`src/rtl/blockram_access_scheduler_pkg.sv`:
```
// Shared types and constants for the block-RAM access scheduler and its arbiter.
package blockram_access_scheduler_pkg;

  localparam int DEFAULT_ENTRY_W     = 64;
  localparam int DEFAULT_NUMBER_SET  = 64;
  localparam int DEFAULT_SET_PTR_W   = $clog2(DEFAULT_NUMBER_SET);
  localparam int DEFAULT_NUM_REQ     = 2;
  localparam int DEFAULT_REQ_PTR_W   = $clog2(DEFAULT_NUM_REQ);

  typedef enum logic {
    STATE_INIT = 1'b0,
    STATE_RUN  = 1'b1
  } sched_state_e;

  // Low bit of client idx's field inside a packed per-client bus.
  function automatic int slice_lo(input int idx, input int width);
    return idx * width;
  endfunction

endpackage

```
`src/rtl/blockram_access_scheduler_round_robin_arbiter.sv`:
```
// Round-robin arbiter: grants the first requester after the pointer, wrapping around.
module blockram_access_scheduler_round_robin_arbiter #(
  parameter int NUM_REQUESTER = 2,
  parameter int PTR_W         = (NUM_REQUESTER > 1) ? $clog2(NUM_REQUESTER) : 1
) (
  input  logic [NUM_REQUESTER-1:0] req_in,
  input  logic [PTR_W-1:0]         ptr_in,
  input  logic                     en_in,
  output logic [NUM_REQUESTER-1:0] grant_out,
  output logic [PTR_W-1:0]         idx_out,
  output logic                     valid_out
);

  always_comb begin
    int cand;
    grant_out = '0;
    idx_out   = '0;
    valid_out = 1'b0;
    cand      = 0;
    if (en_in) begin
      for (int k = 1; k <= NUM_REQUESTER; k++) begin
        cand = (int'(ptr_in) + k) % NUM_REQUESTER;
        if (!valid_out && req_in[cand]) begin
          valid_out       = 1'b1;
          grant_out[cand] = 1'b1;
          idx_out         = PTR_W'(cand);
        end
      end
    end
  end

endmodule

```
`src/rtl/blockram_access_scheduler.sv`:
```
// Shares one read-first block RAM among several clients: init sweep after reset,
// then one round-robin access per cycle with a response one cycle later.
module blockram_access_scheduler
  import blockram_access_scheduler_pkg::*;
#(
  parameter int SINGLE_ENTRY_SIZE_IN_BITS   = DEFAULT_ENTRY_W,
  parameter int NUMBER_SET                  = DEFAULT_NUMBER_SET,
  parameter int SET_PTR_WIDTH_IN_BITS       = DEFAULT_SET_PTR_W,
  parameter int NUM_REQUESTER               = DEFAULT_NUM_REQ,
  parameter int REQUESTER_PTR_WIDTH_IN_BITS = DEFAULT_REQ_PTR_W,
  parameter logic [SINGLE_ENTRY_SIZE_IN_BITS-1:0] INIT_ENTRY = '0
) (
  input  logic                                               clk_in,
  input  logic                                               reset_n_in,
  input  logic [NUM_REQUESTER-1:0]                           req_valid_in,
  input  logic [NUM_REQUESTER-1:0]                           req_write_in,
  input  logic [NUM_REQUESTER*SET_PTR_WIDTH_IN_BITS-1:0]     req_set_addr_in,
  input  logic [NUM_REQUESTER*SINGLE_ENTRY_SIZE_IN_BITS-1:0] req_entry_in,
  output logic [NUM_REQUESTER-1:0]                           req_ack_out,
  output logic                                               resp_valid_out,
  output logic [REQUESTER_PTR_WIDTH_IN_BITS-1:0]             resp_requester_out,
  output logic                                               resp_is_write_out,
  output logic [SINGLE_ENTRY_SIZE_IN_BITS-1:0]               resp_entry_out,
  output logic                                               init_done_out,
  output logic                                               ram_read_en_out,
  output logic [SET_PTR_WIDTH_IN_BITS-1:0]                   ram_read_set_addr_out,
  output logic                                               ram_write_en_out,
  output logic [SET_PTR_WIDTH_IN_BITS-1:0]                   ram_write_set_addr_out,
  output logic [SINGLE_ENTRY_SIZE_IN_BITS-1:0]               ram_write_entry_out,
  input  logic [SINGLE_ENTRY_SIZE_IN_BITS-1:0]               ram_read_entry_in,
  input  logic [SINGLE_ENTRY_SIZE_IN_BITS-1:0]               ram_evict_entry_in
);

  localparam logic [REQUESTER_PTR_WIDTH_IN_BITS-1:0] RR_RESET =
    REQUESTER_PTR_WIDTH_IN_BITS'(NUM_REQUESTER - 1);
  localparam logic [SET_PTR_WIDTH_IN_BITS-1:0] LAST_SET =
    SET_PTR_WIDTH_IN_BITS'(NUMBER_SET - 1);

  sched_state_e                             state_q, state_d;
  logic [SET_PTR_WIDTH_IN_BITS-1:0]         cnt_q, cnt_d;
  logic [REQUESTER_PTR_WIDTH_IN_BITS-1:0]   rr_ptr_q, rr_ptr_d;
  logic                                     init_done_q, init_done_d;
  logic                                     resp_valid_q, resp_valid_d;
  logic [REQUESTER_PTR_WIDTH_IN_BITS-1:0]   resp_req_q, resp_req_d;
  logic                                     resp_is_write_q, resp_is_write_d;
  logic [SINGLE_ENTRY_SIZE_IN_BITS-1:0]     resp_hold_q, resp_hold_d;
  logic [SET_PTR_WIDTH_IN_BITS-1:0]         rd_addr_q, rd_addr_d;
  logic [SET_PTR_WIDTH_IN_BITS-1:0]         wr_addr_q, wr_addr_d;
  logic [SINGLE_ENTRY_SIZE_IN_BITS-1:0]     wr_entry_q, wr_entry_d;
  logic                                     rd_en, wr_en;

  logic [NUM_REQUESTER-1:0]                 grant;
  logic [REQUESTER_PTR_WIDTH_IN_BITS-1:0]   gidx;
  logic                                     gvalid;
  logic                                     arb_en;

  // The evict port duplicates the read data for writes; only the read port is consumed.
  logic unused_evict;
  assign unused_evict = ^ram_evict_entry_in;

  assign arb_en = reset_n_in && (state_q == STATE_RUN);

  blockram_access_scheduler_round_robin_arbiter #(
    .NUM_REQUESTER (NUM_REQUESTER),
    .PTR_W         (REQUESTER_PTR_WIDTH_IN_BITS)
  ) u_arb (
    .req_in    (req_valid_in),
    .ptr_in    (rr_ptr_q),
    .en_in     (arb_en),
    .grant_out (grant),
    .idx_out   (gidx),
    .valid_out (gvalid)
  );

  always_comb begin
    state_d         = state_q;
    cnt_d           = cnt_q;
    rr_ptr_d        = rr_ptr_q;
    init_done_d     = init_done_q;
    resp_valid_d    = 1'b0;
    resp_req_d      = resp_req_q;
    resp_is_write_d = resp_is_write_q;
    resp_hold_d     = resp_valid_q ? ram_read_entry_in : resp_hold_q;
    rd_addr_d       = rd_addr_q;
    wr_addr_d       = wr_addr_q;
    wr_entry_d      = wr_entry_q;
    rd_en           = 1'b0;
    wr_en           = 1'b0;
    unique case (state_q)
      STATE_INIT: begin
        // The RAM drops writes without a read enable, so the sweep asserts both.
        rd_en      = 1'b1;
        wr_en      = 1'b1;
        rd_addr_d  = cnt_q;
        wr_addr_d  = cnt_q;
        wr_entry_d = INIT_ENTRY;
        cnt_d      = cnt_q + SET_PTR_WIDTH_IN_BITS'(1);
        if (cnt_q == LAST_SET) begin
          state_d     = STATE_RUN;
          init_done_d = 1'b1;
          cnt_d       = '0;
        end
      end
      STATE_RUN: begin
        if (gvalid) begin
          rd_en           = 1'b1;
          rd_addr_d       = req_set_addr_in[slice_lo(int'(gidx), SET_PTR_WIDTH_IN_BITS) +:
                                            SET_PTR_WIDTH_IN_BITS];
          rr_ptr_d        = gidx;
          resp_valid_d    = 1'b1;
          resp_req_d      = gidx;
          resp_is_write_d = req_write_in[gidx];
          if (req_write_in[gidx]) begin
            wr_en      = 1'b1;
            wr_addr_d  = rd_addr_d;
            wr_entry_d = req_entry_in[slice_lo(int'(gidx), SINGLE_ENTRY_SIZE_IN_BITS) +:
                                      SINGLE_ENTRY_SIZE_IN_BITS];
          end
        end
      end
      default: state_d = STATE_INIT;
    endcase
  end

  always_ff @(posedge clk_in) begin
    if (!reset_n_in) begin
      state_q         <= STATE_INIT;
      cnt_q           <= '0;
      rr_ptr_q        <= RR_RESET;
      init_done_q     <= 1'b0;
      resp_valid_q    <= 1'b0;
      resp_req_q      <= '0;
      resp_is_write_q <= 1'b0;
      resp_hold_q     <= '0;
    end else begin
      state_q         <= state_d;
      cnt_q           <= cnt_d;
      rr_ptr_q        <= rr_ptr_d;
      init_done_q     <= init_done_d;
      resp_valid_q    <= resp_valid_d;
      resp_req_q      <= resp_req_d;
      resp_is_write_q <= resp_is_write_d;
      resp_hold_q     <= resp_hold_d;
    end
  end

  always_ff @(posedge clk_in) begin
    rd_addr_q  <= rd_addr_d;
    wr_addr_q  <= wr_addr_d;
    wr_entry_q <= wr_entry_d;
  end

  assign req_ack_out            = grant;
  assign ram_read_en_out        = rd_en & reset_n_in;
  assign ram_write_en_out       = wr_en & reset_n_in;
  assign ram_read_set_addr_out  = rd_addr_d;
  assign ram_write_set_addr_out = wr_addr_d;
  assign ram_write_entry_out    = wr_entry_d;

  // Read data arrives from the RAM's output register in the cycle after issue.
  assign resp_valid_out     = resp_valid_q;
  assign resp_requester_out = resp_req_q;
  assign resp_is_write_out  = resp_is_write_q;
  assign resp_entry_out     = resp_valid_q ? ram_read_entry_in : resp_hold_q;
  assign init_done_out      = init_done_q;

endmodule

```
`config.mk`:
```
export PLATFORM = sky130hd
export DESIGN_NAME = blockram_access_scheduler
export DESIGN_NICKNAME = d
export VERILOG_FILES = /design/src/rtl/blockram_access_scheduler_pkg.sv /design/src/rtl/blockram_access_scheduler_round_robin_arbiter.sv /design/src/rtl/blockram_access_scheduler.sv
export SDC_FILE = /design/constraint.sdc
export NUM_CORES = 1
export LEC_CHECK = 0
export ABC_AREA = 0
export CORE_AREA = 4 4 164 166
export DETAILED_ROUTE_END_ITERATION = 7
export DIE_AREA = 0 0 168 170
export PLACE_DENSITY = 0.66
export SYNTH_ARGS = -nofsm -noshare
export SYNTH_HDL_FRONTEND = slang
export SYNTH_SLANG_ARGS = --single-unit
export TNS_END_PERCENT = 100
```
`constraint.sdc`:
```
create_clock -name clk_in -period 2.7 [get_ports clk_in]
set_input_delay 0.405 -clock clk_in [delete_from_list [all_inputs] [get_ports clk_in]]
set_output_delay 0.405 -clock clk_in [all_outputs]
set_load 0.02 [all_outputs]
```
==> results_dict.tcl, run 1 <==
set metrics [dict create \
    outcome "complete, no violations" \
    grt_pass1_wl_um 34750 \
    num_io_pins 422 \
    critical_path_class "flip-flop to output port" \
    yosysTopAreaCell "dfxtp_1" \
    clock.fmax_mhz 377.4 \
    setup_viol 0 \
    synth-xor-area-share_pct 0.5241 \
    worst_slew_pin_slew_ns 0.6403 \
    startpoint_type "flip-flop" \
    start_util_pct 26.10 \
    cts_buffers 17 \
    cp.arrival_ns 2.24 \
    syn_avg_cell_area_sq_um 10.87 \
    gp_congestion 0.7728 \
    port_buffers 357 \
    synth_area_sq_um 6685 \
    cts_sinks 152 \
    power-per-cell-area_nw_per_um2 448.2 \
    htreeDepth 4 \
    timing.final.crit_share_pct 98.14 \
    fp.coreArea_sq_um 25620 \
    synthMuxAreaShare_pct 21.77 \
    grt_pass1_vias 6190 \
    yosys_warnings 0 \
    fin_util_pct 44.41 \
    p_leak_nw 5.086 \
    synthCells 615 \
    crit_path_end_kind "output port" \
    synth_most_common_cell "dfxtp_1" \
    synthTopCellsByArea "dfxtp_1 46%, mux2i_1 11%, mux2_2 11%" \
    synth_top_family_by_area "multiplexers" \
    routedWlPerCell_um 17.23 \
    viasPerCell 4.490 \
    synthTopCellsByCount "152 x dfxtp_1, 72 x a21oi_1, 72 x mux2i_1, 67 x and2_1, 64 x mux2_2" \
    clkLatencyLatePin_ns 0.41 \
    fin_skew_ns 0.01260 \
    syn_to_final_growth_pct 70.19 \
    hp-class "input pin to flip-flop" \
    total_power_mw 5.100 \
    grt_use_total_pct 15.46 \
    yosys.area_share.simple_pct 9.339 \
    synth_nets 890 \
    vdd.ir_drop.worst_mv 0.3042 \
    antenna_found_initial 2 \
    finalWirelength_um 23060 \
    final_layout_size_suffix_gt1_share_pct 27.07 \
    synth-compound-area-share_pct 17.78 \
    async_flop_share_pct 0 \
    fillers 2491 \
    yosys_register_bits 152 \
    synthFlopType "dfxtp_1" \
    first_iter_violations 188 \
    min_path_cells 4 \
    route.vias.total 6007 \
    synth_edf_count 0 \
    grt_max_degree 77 \
    path_max_fanout 17 \
    reg2reg_depth 6 \
    drv_cap 0 \
    rows 59 \
    clk_pin_slew_ns 0.06 \
    gr-total-overflow 0 \
    drtAntennaViolNets 0 \
    finalMaxSlewViolations 0 \
    synth-adder-area-share_pct 0.1872 \
    hold_violations 0 \
    fin_crit_ns 2.650 \
    dieArea_sq_um 28560 \
    num-nets-final 1263 \
    cts_tree "built" \
    ys_seq_area_share_pct 45.52 \
    die_x_um 168 \
    rsz0062_at_grt "yes" \
    cts_root_buf "clkbuf_16" \
    synth_top_cell_area_share_pct 45.52 \
    die-height_um 170 \
    drc 0 \
    cp.required_ns 2.30 \
    yosys.cell_types.count 35 \
    hpwl_um 17210 \
    clock_path_buffers 2 \
    slew_headroom_pct 57.32 \
    firstDrtPassIters 4 \
]
[worst max-delay path, cell delays in order (launching register included)]
cell and delay [ns]:
dfxtp_2 0.34, a21boi_4 0.28, and3_2 0.26, buf_12 0.18, buf_4 0.19, o31ai_2 0.06, a21oi_1 0.21, clkdlybuf4s15_2 0.30
[area by class of cell]
type	instances	area (sq um)	area share [%]
Clock buffer	20	436.7	3.838
Clock inverter	12	141.4	1.243
Inverter	2	7.507	0.06598
Sequential cell	152	3049	26.80
Tap cell	335	419.2	3.684
Timing Repair Buffer	410	3944	34.66
Multi-Input combinational cell	405	3374	29.66
Antenna cell	2	5.005	0.04399
[what timing repair did]
| action | CTS | global route |
|---|---|---|
| hold buffers | 0 | 0 |
| setup endpoints to repair | 75 | 67 |
| endpoints found under the hold margin | 0 | 0 |
| setup buffers | 0 | 1 |
| pin swaps | 4 | 1 |
| resized for setup | 136 | 87 |
| gates cloned | 2 | 0 |
[cells in the final DEF, fill, tap and decap left out, types with 3 or more instances in the layout]
cell             instances
a31oi_1                  6
clkbuf_2                45
dlygate4sd2_1            5
o31ai_1                 29
mux2_2                  64
clkdlybuf4s15_2         11
and2_1                  67
nor2_1                   3
clkdlybuf4s50_1        276
mux2i_1                 70
clkinvlp_4               5
clkbuf_16               17
nor2b_1                 12
nand2_1                  4
clkbuf_1                 3
nand3_1                  9
a21oi_1                 70
o21ai_0                  7
dfxtp_1                149
inv_6                    4
buf_12                  16
buf_2                    9
o31ai_2                 35
o211ai_1                 6
buf_4                   42
[where the power goes]
group | internal, mW | switching (mW)
registers | 2.25 | 0.00824
logic | 0.319 | 0.127
clock network | 1.38 | 1.02
total | 3.95 | 1.15
[sequential cells by signal, summed over array words and instances, names as in the netlist]
signal,flops
resp_hold_q,64
wr_entry_q,64
cnt_q,6
rd_addr_q,6
wr_addr_q,6
init_done_out,1
resp_is_write_out,1
resp_requester_out,1
resp_valid_out,1
rr_ptr_q,1
state_q,1
[per-layer routing]
layer  up-vias  global-route usage [%]  part of all wire [%]
met5         -                       0                     0
met4         0                   4.552                   1.5
met3        14                   6.318                   9.8
met2       255                   26.68                    49
met1      2780                   17.64                    40
li1       2958                       -                     -
[per-stage QoR]
stage	hold slack, ns	setup slack (ns)	setup TNS, ns	instance area [sq um]	std cells
after CTS	0.4200	-0.002860	-0.005444	11570	1335
final	0.4452	0.05019	0	11380	1338
after global routing	0.4460	-0.07923	-0.5938	11380	1338
after detailed placement	0.4515	-0.4782	-29.33	10940	1301
after global placement	0.4445	-0.4800	-28.65	10940	1301
after floorplan	0.4933	0.5964	0	6685	615
[path summary, 6_finish.rpt]
check	from	slack, ns	endpoint
min reg2reg	resp_requester_out	0.45	resp_requester_out
min	reset_n_in	0.45	resp_valid_out
max	rr_ptr_q	0.05	ram_write_entry_out[6]
max reg2reg	rr_ptr_q	0.89	wr_addr_q[3]
[logic make-up after synthesis]
| logic type | Yosys count |
|---|---|
| and+or+nand+nor | 104 |
| AOI/OAI and AO/OA | 159 |
| muxes | 137 |
| xor gates and xnor gates | 4 |
| buffers and inverters | 58 |
| DFF | 152 |
| adders and majority gates | 1 |
(Power assumes the default switching activity.)
==> run 2, diff against run 1 <==
CORE_AREA = 4 4 160 162   (was 4 4 164 166)
DIE_AREA = 0 0 164 166   (was 0 0 168 170)
PLACE_DENSITY = 0.68   (was 0.66)
==> results_dict.tcl, run 2 (synthesis gave the netlist of run 1 again) <==
set metrics [dict create \
    drv_cap 0 \
    port_buffers 357 \
    clock.fmax_mhz 392.5 \
    dieArea_sq_um 27220 \
    finalWirelength_um 22650 \
    gp_congestion 0.7701 \
    viasPerCell 4.614 \
    path_max_fanout 8 \
    routedWlPerCell_um 17.03 \
    fillers 2362 \
    rsz0062_at_grt "no" \
    route.vias.total 6137 \
    fin_skew_ns 0.01194 \
    grt_pass1_wl_um 33600 \
    crit_path_end_kind "output port" \
    cp.required_ns 2.30 \
    start_util_pct 27.73 \
    cp-endpoint "ram_write_entry_out[13]" \
    fp.coreArea_sq_um 24110 \
    critical_path_class "flip-flop to output port" \
    final_cell_mix "275 x clkdlybuf4s50_1, 150 x dfxtp_1, 72 x mux2i_1" \
    grt_max_degree 72 \
    crit_start "rr_ptr_q" \
    syn_to_final_growth_pct 69.59 \
    hold_violations 0 \
    finalMaxSlewViolations 0 \
    n_antenna_cell 0 \
    timing.rr.start "rr_ptr_q" \
    rows 57 \
    antenna_found_initial 1 \
    cp.arrival_ns 2.14 \
    num-nets-final 1268 \
    cts_root_buf "clkbuf_16" \
    clk_pin_slew_ns 0.06 \
    power-per-cell-area_nw_per_um2 442.8 \
    slew_headroom_pct 68.08 \
    reg2reg_slack_ns 1.00 \
    firstDrtPassIters 4 \
    die-height_um 166 \
    hold_start "reset_n_in" \
    setup_viol 0 \
    grt_use_total_pct 15.58 \
    die_x_um 164 \
    startpoint_type "flip-flop" \
    fin_crit_ns 2.548 \
    gr-total-overflow 0 \
    worst_slew_pin_slew_ns 0.4788 \
    fin_setup_tns_ns 0 \
    hp-class "input pin to flip-flop" \
    p_leak_nw 5.145 \
    whs_ns 0.4521 \
    clock_path_buffers 2 \
    r2r-end "wr_entry_q[7]" \
    first_iter_violations 176 \
    outcome "complete, no violations" \
    drc 0 \
    reg2reg_depth 7 \
    reg_top3 "resp_hold_q: 64 flops, wr_entry_q: 64 flops" \
    vdd.ir_drop.worst_mv 0.3392 \
    cts_sinks 152 \
    cts_tree "built" \
    final_layout_size_suffix_gt1_share_pct 28.13 \
    final_common_cell "clkdlybuf4s50_1" \
    drtAntennaViolNets 0 \
    min_path_cells 4 \
    hpwl_um 17050 \
    num_io_pins 422 \
    clkLatencyLatePin_ns 0.42 \
    htreeDepth 4 \
    cts_buffers 17 \
    grt_pass1_vias 6150 \
    timing.final.crit_share_pct 94.36 \
]
[run 2: final cells by class]
| cell class | count | area (sq um) | share of cell area [%] |
|---|---|---|---|
| inverter | 2 | 7.507 | 0.06622 |
| tap | 324 | 405.4 | 3.576 |
| clock inverter | 12 | 118.9 | 1.048 |
| clock buffer | 20 | 446.7 | 3.940 |
| sequential | 152 | 3048 | 26.88 |
| multi-input combinational | 405 | 3378 | 29.80 |
| timing repair buffer | 415 | 3933 | 34.69 |
[run 2: worst max-delay path, stage by stage (launching register included)]
cell and delay [ns]:
dfxtp_1 0.34, a21boi_4 0.30, and3_4 0.34, buf_12 0.16
buf_4 0.12, o31ai_2 0.05, a21oi_1 0.21, buf_4 0.19
[run 2: metal layers]
| metal | track usage [%] | part of all wire (%) | wire length [um] | vias up |
|---|---|---|---|---|
| li1 | - | - | - | 2979 |
| met1 | 17.41 | 39 | 8832 | 2882 |
| met2 | 27.36 | 50 | 11280 | 259 |
| met3 | 6.279 | 9.9 | 2250 | 17 |
| met4 | 4.121 | 1.3 | 285 | 0 |
| met5 | 0 | 0 | 0 | - |
[run 2: repair_timing]
action	4_1_cts	5_1_grt
pin swaps	4	2
endpoints found under the setup margin	72	49
cloned	0	3
hold buffers	0	0
buffers inserted	1	2
gates resized for setup	304	10
[run 2: worst min-delay path by stage]
| stage | slack [ns] | end |
|---|---|---|
| 2_1_floorplan | 0.49 | cnt_q[5] |
| 3_3_place_gp | 0.44 | resp_requester_out |
| 3_5_place_dp | 0.45 | resp_requester_out |
| 4_1_cts | 0.43 | resp_valid_out |
| 5_1_grt | 0.45 | resp_valid_out |
| 6_report | 0.45 | resp_valid_out |
[run 2: report_power, final]
part	internal, mW	switching [mW]
clock network	1.31	1.01
registers	2.25	0.00791
logic	0.324	0.124
total	3.88	1.14
[run 2: stage by stage]
step / cells / setup WS [ns] / utilization (%) / area [sq um] / power [mW]
floorplan: 615 / 0.5964 / - / 6685 / 2.395
global placement: 1292 / -0.4586 / 45.29 / 10920 / 2.757
detailed placement: 1292 / -0.5009 / 45.29 / 10920 / 2.761
CTS: 1325 / -0.0003133 / 46.56 / 11220 / 5.125
global route: 1330 / 0.04627 / 47.03 / 11340 / 5.256
finish: 1330 / 0.1524 / 47.03 / 11340 / 5.021
